[src/rtl/ps2_pkg.sv]
// Shared types and constants for the PS/2 paddle-key input stage.
package ps2_pkg;

  typedef enum logic [1:0] {
    IDLE,
    DATA,
    PARITY,
    STOP
  } rx_state_t;

  localparam logic [7:0] PS2_EXT = 8'hE0;
  localparam logic [7:0] PS2_BRK = 8'hF0;

  localparam logic [7:0] DEF_CODE_P1_UP   = 8'h1D;
  localparam logic [7:0] DEF_CODE_P1_DOWN = 8'h1B;
  localparam logic [7:0] DEF_CODE_P2_UP   = 8'h75;
  localparam logic [7:0] DEF_CODE_P2_DOWN = 8'h72;

  localparam int unsigned DEF_TIMEOUT_CYCLES = 5000;

  // A frame is accepted when the stop bit is high and data+parity has odd weight.
  function automatic logic frame_ok(input logic [7:0] data, input logic parity,
                                    input logic stop);
    return stop & (^{data, parity});
  endfunction

endpackage

[src/rtl/ps2_frame_rx.sv]
// PS/2 frame receiver: pin synchronizers, clock fall detect, framing FSM and
// inter-edge timeout. Results are combinational in the stop-bit fall cycle.
module ps2_frame_rx
  import ps2_pkg::*;
#(
  parameter int unsigned TIMEOUT_CYCLES = DEF_TIMEOUT_CYCLES
) (
  input  logic       clk,
  input  logic       reset,
  input  logic       ps2_clk,
  input  logic       ps2_dat,
  output logic [7:0] data_c,
  output logic       valid_c,
  output logic       err_c
);

  localparam int unsigned CNT_W = $clog2(TIMEOUT_CYCLES + 1);
  localparam logic [CNT_W-1:0] CNT_LAST = CNT_W'(TIMEOUT_CYCLES - 1);

  logic clk_meta, clk_sync, clk_prev;
  logic dat_meta, dat_sync;
  logic fall;

  rx_state_t        state_q, state_d;
  logic [7:0]       shift_q, shift_d;
  logic [2:0]       bitcnt_q, bitcnt_d;
  logic             par_q, par_d;
  logic [CNT_W-1:0] cnt_q, cnt_d;

  // Two-flop synchronizers plus one history flop on the clock for edge detect.
  always_ff @(posedge clk or posedge reset) begin
    if (reset) begin
      clk_meta <= 1'b1;
      clk_sync <= 1'b1;
      clk_prev <= 1'b1;
      dat_meta <= 1'b1;
      dat_sync <= 1'b1;
    end else begin
      clk_meta <= ps2_clk;
      clk_sync <= clk_meta;
      clk_prev <= clk_sync;
      dat_meta <= ps2_dat;
      dat_sync <= dat_meta;
    end
  end

  assign fall = clk_prev & ~clk_sync;

  // Receiver state and datapath registers.
  always_ff @(posedge clk or posedge reset) begin
    if (reset) begin
      state_q  <= IDLE;
      shift_q  <= 8'h00;
      bitcnt_q <= 3'd0;
      par_q    <= 1'b0;
      cnt_q    <= '0;
    end else begin
      state_q  <= state_d;
      shift_q  <= shift_d;
      bitcnt_q <= bitcnt_d;
      par_q    <= par_d;
      cnt_q    <= cnt_d;
    end
  end

  // Next-state logic; a fall always wins over a timeout in the same cycle.
  always_comb begin
    state_d  = state_q;
    shift_d  = shift_q;
    bitcnt_d = bitcnt_q;
    par_d    = par_q;
    cnt_d    = fall ? '0 : cnt_q + CNT_W'(1);
    valid_c  = 1'b0;
    err_c    = 1'b0;

    unique case (state_q)
      IDLE: begin
        cnt_d = '0;
        if (fall) begin
          if (!dat_sync) begin
            state_d  = DATA;
            bitcnt_d = 3'd0;
            shift_d  = 8'h00;
          end else begin
            err_c = 1'b1;
          end
        end
      end
      DATA: begin
        if (fall) begin
          shift_d  = {dat_sync, shift_q[7:1]};
          bitcnt_d = bitcnt_q + 3'd1;
          if (bitcnt_q == 3'd7) state_d = PARITY;
        end
      end
      PARITY: begin
        if (fall) begin
          par_d   = dat_sync;
          state_d = STOP;
        end
      end
      STOP: begin
        if (fall) begin
          state_d = IDLE;
          if (frame_ok(shift_q, par_q, dat_sync)) valid_c = 1'b1;
          else                                    err_c   = 1'b1;
        end
      end
      default: state_d = IDLE;
    endcase

    // Host stalled mid-frame: drop the partial byte.
    if (state_q != IDLE && !fall && cnt_q == CNT_LAST) begin
      state_d = IDLE;
      cnt_d   = '0;
      err_c   = 1'b1;
    end
  end

  assign data_c = shift_q;

endmodule

[src/rtl/ps2_paddle_keys.sv]
// PS/2 keyboard front end for pong: decodes make/break/extended scan codes
// into held-key levels for both players' bats.
module ps2_paddle_keys
  import ps2_pkg::*;
#(
  parameter int unsigned TIMEOUT_CYCLES = DEF_TIMEOUT_CYCLES,
  parameter logic [7:0]  CODE_P1_UP     = DEF_CODE_P1_UP,
  parameter logic [7:0]  CODE_P1_DOWN   = DEF_CODE_P1_DOWN,
  parameter logic [7:0]  CODE_P2_UP     = DEF_CODE_P2_UP,
  parameter logic [7:0]  CODE_P2_DOWN   = DEF_CODE_P2_DOWN
) (
  input  logic       clk,
  input  logic       reset,
  input  logic       ps2_clk,
  input  logic       ps2_dat,
  output logic       p1_up,
  output logic       p1_down,
  output logic       p2_up,
  output logic       p2_down,
  output logic [7:0] scan_code,
  output logic       scan_ready,
  output logic       frame_err
);

  logic [7:0] rx_data;
  logic       rx_valid;
  logic       rx_err;
  logic       ext;
  logic       brk;

  ps2_frame_rx #(
    .TIMEOUT_CYCLES(TIMEOUT_CYCLES)
  ) u_rx (
    .clk    (clk),
    .reset  (reset),
    .ps2_clk(ps2_clk),
    .ps2_dat(ps2_dat),
    .data_c (rx_data),
    .valid_c(rx_valid),
    .err_c  (rx_err)
  );

  // Decode each received byte; prefixes arm ext/brk for the following code.
  always_ff @(posedge clk or posedge reset) begin
    if (reset) begin
      p1_up      <= 1'b0;
      p1_down    <= 1'b0;
      p2_up      <= 1'b0;
      p2_down    <= 1'b0;
      scan_code  <= 8'h00;
      scan_ready <= 1'b0;
      frame_err  <= 1'b0;
      ext        <= 1'b0;
      brk        <= 1'b0;
    end else begin
      scan_ready <= rx_valid;
      frame_err  <= rx_err;
      if (rx_err) begin
        ext <= 1'b0;
        brk <= 1'b0;
      end else if (rx_valid) begin
        scan_code <= rx_data;
        if (rx_data == PS2_EXT) begin
          ext <= 1'b1;
        end else if (rx_data == PS2_BRK) begin
          brk <= 1'b1;
        end else begin
          if (rx_data == CODE_P1_UP   && !ext) p1_up   <= ~brk;
          if (rx_data == CODE_P1_DOWN && !ext) p1_down <= ~brk;
          if (rx_data == CODE_P2_UP   &&  ext) p2_up   <= ~brk;
          if (rx_data == CODE_P2_DOWN &&  ext) p2_down <= ~brk;
          ext <= 1'b0;
          brk <= 1'b0;
        end
      end
    end
  end

endmodule

[config.mk]
export PLATFORM = sky130hd
export DESIGN_NAME = ps2_paddle_keys
export DESIGN_NICKNAME = d
export VERILOG_FILES = /design/src/rtl/ps2_pkg.sv /design/src/rtl/ps2_frame_rx.sv /design/src/rtl/ps2_paddle_keys.sv
export SDC_FILE = /design/constraint.sdc
export NUM_CORES = 1
export LEC_CHECK = 0
export ABC_AREA = 1
export CORE_AREA = 5 5 97 90
export DETAILED_ROUTE_END_ITERATION = 10
export DIE_AREA = 0 0 102 95
export GPL_TIMING_DRIVEN = 0
export PLACE_DENSITY_LB_ADDON = 0.1
export SYNTH_ARGS = -nofsm -noshare
export SYNTH_HDL_FRONTEND = slang
export SYNTH_SLANG_ARGS = --single-unit
[constraint.sdc]
create_clock -name clk -period 3.12 [get_ports clk]
set_input_delay 0.468 -clock clk [delete_from_list [all_inputs] [get_ports clk]]
set_output_delay 0.468 -clock clk [all_outputs]
set_load 0.02 [all_outputs]
==> summary.md, run 1 <==
| Metric | Value |
|---|---|
| Drt total wl | `4860 um` |
| Cell Pwr Density | `592 nW/um2` |
| Antenna Nets Post-Route | `0` |
| Area delta synth->final | `16.6%` |
| Post-CTS setup repair buffer count | `0` |
| Setup Viol. Count Final | `0` |
| Worst setup EP type | `register` |
| Clock root cell | `clkbuf_8` |
| Crit-path max FO | `8` |
| Max-cap violations | `0` |
| Leak Pwr | `1.29 nW` |
| CTS tree | `yes` |
| Worst hold path startpoint | `u_rx.dat_meta$_DFF_PP1_` |
| Crit path kind | `reg -> reg` |
| Setup ws final | `1.33 ns` |
| Hold slack | `0.359 ns` |
| Synth warn | `0` |
| Ys flop type | `dfrtp_1` |
| Ratio of cells with drive above 1 in the final layout | `18.9%` |
| Avg Cell Area, Syn | `8.72 um2` |
| Syn_nets | `292` |
| Min cycle time layout | `1.79 ns` |
| Wl on met1 | `2590 um` |
| Crit path DAT | `2.01 ns` |
| Worst-Margin Slew | `0.439 ns` |
| Yosys reg bits | `48` |
| Reg2Reg Setup Slack | `1.33 ns` |
| Die X | `102 um` |
| Hold Path Stages | `0` |
| Largest net degree at the start of global routing | `31` |
| First-pass DRT Iterations | `4` |
| Buffer depth of the longest clock path | `2` |
| Worst-path clk slew | `0.09 ns` |
| Initial Util | `31.7%` |
| Placer Congestion | `0.733` |
| Die height | `95 um` |
| Final hold vios | `0` |
| Crit path top cell by count | `inv_1` |
| Req. time, crit path | `3.34 ns` |
| All-layer global routing usage | `11.7%` |
| Worst path max stage delay | `0.41 ns` |
| Max-slew violations | `0` |
| Hold WC Path Type | `reg -> reg` |
| Synth unique cells | `35` |
| Metal2 WL | `2050 um` |
| Fin Clk Skew | `0.00828 ns` |
| Core box area | `7720 um2` |
| Fmax | `0.559 GHz` |
| FF-to-FF Start | `u_rx.state_q[1]$_DFFE_PP0P_` |
| Diode count | `0` |
| Final cycle utilization of the critical path | `57.4%` |
| Worst skew pair latency | `0.30 ns` |
| Cts hold-fix bufs | `0` |
| Pwr Total | `1.69 mW` |
| Status | `completed` |
| Worst reg2reg path depth | `8` |
| RSZ-0062 raised after global routing | `no` |
| Peak supply drop | `250 uV` |
| Vias in the first global route | `1,889` |
| H-tree depth | `2` |
| Row Count | `31` |
| RR Endpoint | `u_rx.data_c[2]$_DFFE_PP0P_` |
| Post-cts sizing count | `0` |
| Clock Sinks | `48` |
| Slew headroom | `70.7%` |
| First-pass GRT wire length | `9000 um` |
| Fraction of registers with async set/reset | `100%` |
| CP cell instances | `inv_1 -> ha_1 -> inv_1 -> a21oi_1 -> nand2_1 -> inv_2 -> nand2_4 -> o22ai_1` |
| Setup TNS | `0 ns` |
| # port buffers | `17` |
| Routed wl met3 | `160 um` |
| Per-cell routed wire length | `12.0 um` |
| Drt drc | `0` |
| Pre-CTS setup slack | `1.32 ns` |
| Seq/Total Area, Yosys | `49.3%` |
| Post-synth EDFFs | `0` |
| Synthesized netlist cell count | `281` |
| DIE AREA | `9690 um2` |
| Synthesized area | `2450 um2` |
| Vias | `1,885` |
| Worst setup SP type | `register` |
| Nets | `317` |
| Slowest-stage cell, CP | `dfrtp_1` |
| Initial antenna violation count | `0` |
| Via-to-Cell Ratio | `4.64` |
| Post-DP HPWL | `3700 um` |
| WHS Endpoint | `u_rx.dat_sync$_DFF_PP1_` |
| DR iter-0 viols | `106` |
| Highest metal used | `met4` |
| Number of CTS-inserted buffers | `5` |
| Congestion Overflow GR | `0` |
| Ports | `18` |
cell families after synthesis:
group,Yosys count,synth area share (%)
AND/OR/NAND/NOR,137,28.2
flip-flops,48,49.3
buffers and inverters,45,7.46
AO/OA/AOI/OAI,40,10.1
adder cells (fa/ha/maj),7,3.57
XOR/XNOR,4,1.43
metrics by stage:
stage / utilization (%) / instance area (um2) / cells
detailed placement: 35.8 / 2760 / 398
floorplan: - / 2450 / 281
global route: 37.0 / 2860 / 406
CTS: 37.0 / 2860 / 406
global placement: 35.5 / 2740 / 397
finish: 37.0 / 2860 / 406
per-layer routing:
| metal | track usage (%) | up-vias |
|---|---|---|
| met5 | 0 | - |
| met4 | 3.61 | 0 |
| met3 | 2.66 | 7 |
| met2 | 17.7 | 26 |
| met1 | 16.7 | 879 |
| li1 | - | 973 |
flip-flops by register name (all words and copies together) (netlist names):
| signal | flops |
|---|---|
| u_rx.data_c | 8 |
| p2_down | 1 |
| frame_err | 1 |
| u_rx.dat_meta | 1 |
| ext | 1 |
| u_rx.clk_meta | 1 |
| u_rx.bitcnt_q | 3 |
| scan_code | 8 |
| scan_ready | 1 |
| p1_down | 1 |
| u_rx.dat_sync | 1 |
| u_rx.state_q | 2 |
| u_rx.par_q | 1 |
| u_rx.clk_sync | 1 |
| u_rx.clk_prev | 1 |
| u_rx.cnt_q | 13 |
| p1_up | 1 |
| brk | 1 |
| p2_up | 1 |
cell type report:
cell class / instances / area (um2)
clock buffers: 6 / 82.6
multi-input cells: 188 / 1060
plain buffers: 2 / 16.3
well taps: 99 / 124
repair buffers: 18 / 190
inverters: 43 / 166
fillers: 796 / 4860
clock inverters: 2 / 10.0
flip-flops and latches: 48 / 1210
cell usage after synthesis, drive strengths merged (2+ instances only):
library cell,instances,area share (%)
ha,7,3.6
xnor2,2,0.72
nand3,17,4.8
buf,2,0.66
nor3,7,2.1
dfrtp,43,44
inv,42,6.4
dfstp,5,5.4
a21oi,6,1.2
nand4,5,1.9
nand2,80,14
o21ai,24,6.1
xor2,2,0.72
nor2,20,3.8
nor4,6,1.5
o22ai,7,1.8
worst max path at each step:
stage | from | endpoint | slack [ns] | depth (start not counted)
floorplan | reset | brk$_DFFE_PP0P_ | 1.52 | 1
global placement | reset | p2_up$_DFFE_PP0P_ | 0.41 | 2
detailed placement | u_rx.clk_prev$_DFF_PP1_ | u_rx.cnt_q[2]$_DFF_PP0_ | 1.32 | 10
CTS | u_rx.clk_prev$_DFF_PP1_ | u_rx.cnt_q[2]$_DFF_PP0_ | 1.29 | 10
global route | u_rx.state_q[0]$_DFFE_PP0P_ | u_rx.state_q[1]$_DFFE_PP0P_ | 1.08 | 10
finish | u_rx.state_q[1]$_DFFE_PP0P_ | u_rx.data_c[2]$_DFFE_PP0P_ | 1.33 | 8
critical path: cells and delay by family, from the launching register on:
| kind | cells | cell delay [ns] |
|---|---|---|
| flops | 1 | 0.41 |
| fa+ha+maj | 1 | 0.30 |
| simple gates | 2 | 0.29 |
| compound gates | 2 | 0.33 |
| buf+inv | 3 | 0.38 |
power by group:
| part | internal (mW) | total, mW | leakage, nW | switching [mW] |
|---|---|---|---|---|
| clock | 0.177 | 0.384 | 0.0510 | 0.207 |
| combinational | 0.196 | 0.546 | 0.599 | 0.350 |
| sequential | 0.700 | 0.762 | 0.641 | 0.0620 |
cell usage in the layout (no fill, tap or decap), types with 5 or more instances in the layout:
| master | netlist | final |
|---|---|---|
| clkbuf_8 | 0 | 6 |
| nor2_1 | 15 | 15 |
| o21ai_1 | 8 | 8 |
| inv_2 | 10 | 11 |
| o22ai_1 | 7 | 7 |
| a21oi_1 | 6 | 6 |
| dfrtp_1 | 43 | 43 |
| inv_1 | 32 | 31 |
| nor4_1 | 6 | 6 |
| nand3_1 | 12 | 12 |
| dfstp_2 | 5 | 5 |
| nand2_2 | 7 | 7 |
| nor3_1 | 5 | 5 |
| nand2_1 | 71 | 71 |
| clkdlybuf4s50_1 | 0 | 17 |
| o21ai_0 | 8 | 8 |
| o21ai_2 | 8 | 8 |
| ha_1 | 7 | 7 |
Power figures use the tool's default switching activity.
==> inputs of run 2 (changes only) <==
==> constraint.sdc (replaced) <==
create_clock -name clk -period 1.6 [get_ports clk]
set_input_delay 0.24 -clock clk [delete_from_list [all_inputs] [get_ports clk]]
set_output_delay 0.24 -clock clk [all_outputs]
set_load 0.02 [all_outputs]
==> summary.md, run 2 (synthesis results as in run 1) <==
| Metric | Value |
|---|---|
| Status | `finished with violations` |
| Failing checks | `setup timing` |
| Worst setup SP type | `register` |
| All-layer global routing usage | `12.3% (+0.51 points)` |
| Worst reg2reg path depth | `10 (+2)` |
| Final hold vios | `0 (unchanged)` |
| Pwr Total | `3.96 mW (+130%)` |
| Largest net degree at the start of global routing | `31 (unchanged)` |
| Worst skew pair latency | `0.30 ns (about the same)` |
| Crit-path max FO | `4 (-4)` |
| Die X | `102 um (unchanged)` |
| H-tree depth | `2 (unchanged)` |
| Number of CTS-inserted buffers | `5 (unchanged)` |
| Slowest-stage cell, CP | `dfrtp_1` |
| Initial antenna violation count | `0 (unchanged)` |
| Largest Register | `u_rx.cnt_q` |
| Ratio of cells with drive above 1 in the final layout | `42.9% (+24 points)` |
| Worst-Margin Slew | `0.486 ns (+0.0467 ns)` |
| Crit path launch | `u_rx.cnt_q[1]$_DFF_PP0_` |
| Ports | `18 (unchanged)` |
| Row Count | `31 (unchanged)` |
| First-pass DRT Iterations | `4 (unchanged)` |
| Fin Clk Skew | `0.00779 ns (-0.000492 ns)` |
| Per-cell routed wire length | `12.2 um (+1.7%)` |
| RSZ-0062 raised after global routing | `yes` |
| Max-cap violations | `0 (unchanged)` |
| Final cycle utilization of the critical path | `102% (+45 points)` |
| DR iter-0 viols | `78 (-26%)` |
| Post-DP HPWL | `3700 um (unchanged)` |
| RR Endpoint | `u_rx.cnt_q[8]$_DFF_PP0_` |
| Setup TNS | `-0.259 ns (-0.259 ns)` |
| Fmax | `0.610 GHz (+9.1%)` |
| DIE AREA | `9690 um2 (unchanged)` |
| Vias | `2,032 (+7.8%)` |
| Most frequent cells in the layout | `nand2_1 (60), dfrtp_1 (38), buf_4 (29)` |
| Drt total wl | `5350 um (+10%)` |
| Slew headroom | `67.3% (-3.4 points)` |
| Core box area | `7720 um2 (unchanged)` |
| FF-to-FF Start | `u_rx.cnt_q[1]$_DFF_PP0_` |
| # port buffers | `17 (unchanged)` |
| Drt drc | `0 (unchanged)` |
| Congestion Overflow GR | `0 (unchanged)` |
| Cell Pwr Density | `1160 nW/um2 (+95%)` |
| Crit path kind | `reg -> reg` |
| Diode count | `0 (unchanged)` |
| Min cycle time layout | `1.64 ns (-0.150 ns)` |
| Clock Sinks | `48 (unchanged)` |
| Layout Utilization | `44.3% (+7.3 points)` |
| Most common cell after layout, fill and taps aside | `nand2_1` |
| Placed cell area | `2760 um2 (unchanged)` |
| Reg2Reg Setup Slack | `-0.04 ns (-1.37 ns)` |
| Last element of the critical path | `u_rx.cnt_q[8]$_DFF_PP0_` |
| First-pass GRT wire length | `9430 um (+4.8%)` |
| Clock root cell | `clkbuf_8` |
| Antenna Nets Post-Route | `0 (unchanged)` |
| Via-to-Cell Ratio | `4.63 (-0.30%)` |
| Nets | `350 (+10%)` |
| Area delta synth->final | `39.6%` |
| Leak Pwr | `1.48 nW (+15%)` |
| Initial Util | `31.7% (unchanged)` |
| Worst-path clk slew | `0.09 ns (about the same)` |
| CTS tree | `yes` |
| Setup ws final | `-0.0399 ns (-1.37 ns)` |
| Number of fill cells | `772 (-3.0%)` |
| Max-slew violations | `0 (unchanged)` |
| Vias in the first global route | `1,988 (+5.2%)` |
| Pre-CTS setup slack | `-0.203 ns (-1.52 ns)` |
| Crit path DAT | `1.84 ns (-0.17 ns)` |
| Peak supply drop | `552 uV (+120%)` |
| CP cell instances | `ha_4 -> inv_4 -> nor3_4 -> nand2_1 -> nor2_2 -> nand2_2 -> nor2_4 -> buf_4 -> xnor2_1 -> nor2_1` |
| Buffer depth of the longest clock path | `2 (unchanged)` |
| Worst setup EP type | `register` |
| Design Area, Final | `3420 um2 (+20%)` |
| Worst path max stage delay | `0.40 ns (about the same)` |
| Setup Viol. Count Final | `11 (+11)` |
| Placer Congestion | `0.733 (unchanged)` |
| Max reg flops | `13 (unchanged)` |
| Die height | `95 um (unchanged)` |
| Req. time, crit path | `1.80 ns (-1.54 ns)` |
| Hold WC Path Type | `in -> async` |
run 2: cell count changes in the layout (fill, tap and decap cells not counted), moves of 6 or more:
cell	change
buf_4	+29
nand2_1	-11
inv_1	-10
nor2_4	+6
inv_2	+6
nand2_2	+8
nor2_1	-6
run 2: stage by stage:
step	hold slack, ns	std cells
3_3_place_gp	0.346	397
3_5_place_dp	0.348	398
2_1_floorplan	0.244	281
5_1_grt	0.285	439
6_report	0.251	439
4_1_cts	0.264	424
run 2: worst min path at each step:
stage | end | cells past startpoint | slack [ns]
after floorplan | u_rx.clk_meta$_DFF_PP1_ | 0 | 0.24
after global placement | u_rx.clk_sync$_DFF_PP1_ | 0 | 0.35
after detailed placement | u_rx.clk_sync$_DFF_PP1_ | 0 | 0.35
after CTS | u_rx.data_c[5]$_DFFE_PP0P_ | 2 | 0.26
after global routing | scan_code[7]$_DFFE_PP0P_ | 2 | 0.29
final | scan_code[7]$_DFFE_PP0P_ | 2 | 0.25
run 2: per-layer routing:
layer / vias to the layer above / routed length [um] / track usage, %
met3: 8 / 149 / 2.66
met1: 973 / 2670 / 17.2
met4: 0 / 68 / 3.61
met5: - / 0 / 0
li1: 1030 / - / -
met2: 21 / 2460 / 18.9
run 2: cell type report:
| type | instances | area, um2 | area share, % |
|---|---|---|---|
| plain buffers | 1 | 15.0 | 0.439 |
| clock buffers | 6 | 82.6 | 2.41 |
| clock inverters | 2 | 10.0 | 0.293 |
| inverters | 43 | 181 | 5.30 |
| multi-input cells | 188 | 1320 | 38.6 |
| flip-flops and latches | 48 | 1210 | 35.5 |
| well taps | 99 | 124 | 3.62 |
| repair buffers | 52 | 473 | 13.8 |
run 2: power by group:
group	switching [mW]	leakage [nW]	internal, mW
clock network	0.416	0.0510	0.346
registers	0.135	0.634	1.37
logic	0.934	0.799	0.755
total	1.48	1.48	2.47
run 2: critical path: cells and delay by family (launching register included):
family        cells  cell delay, ns
flops             1            0.40
simple gates      6            0.69
buf+inv           2            0.17
xor+xnor          1            0.10
fa+ha+maj         1            0.17
run 2: repair_timing:
item	4_1_cts	5_1_grt
pin swaps	8	24
hold buffers	0	0
setup buffers	19	15
resized for setup	29	58
endpoints found under the setup margin	37	38
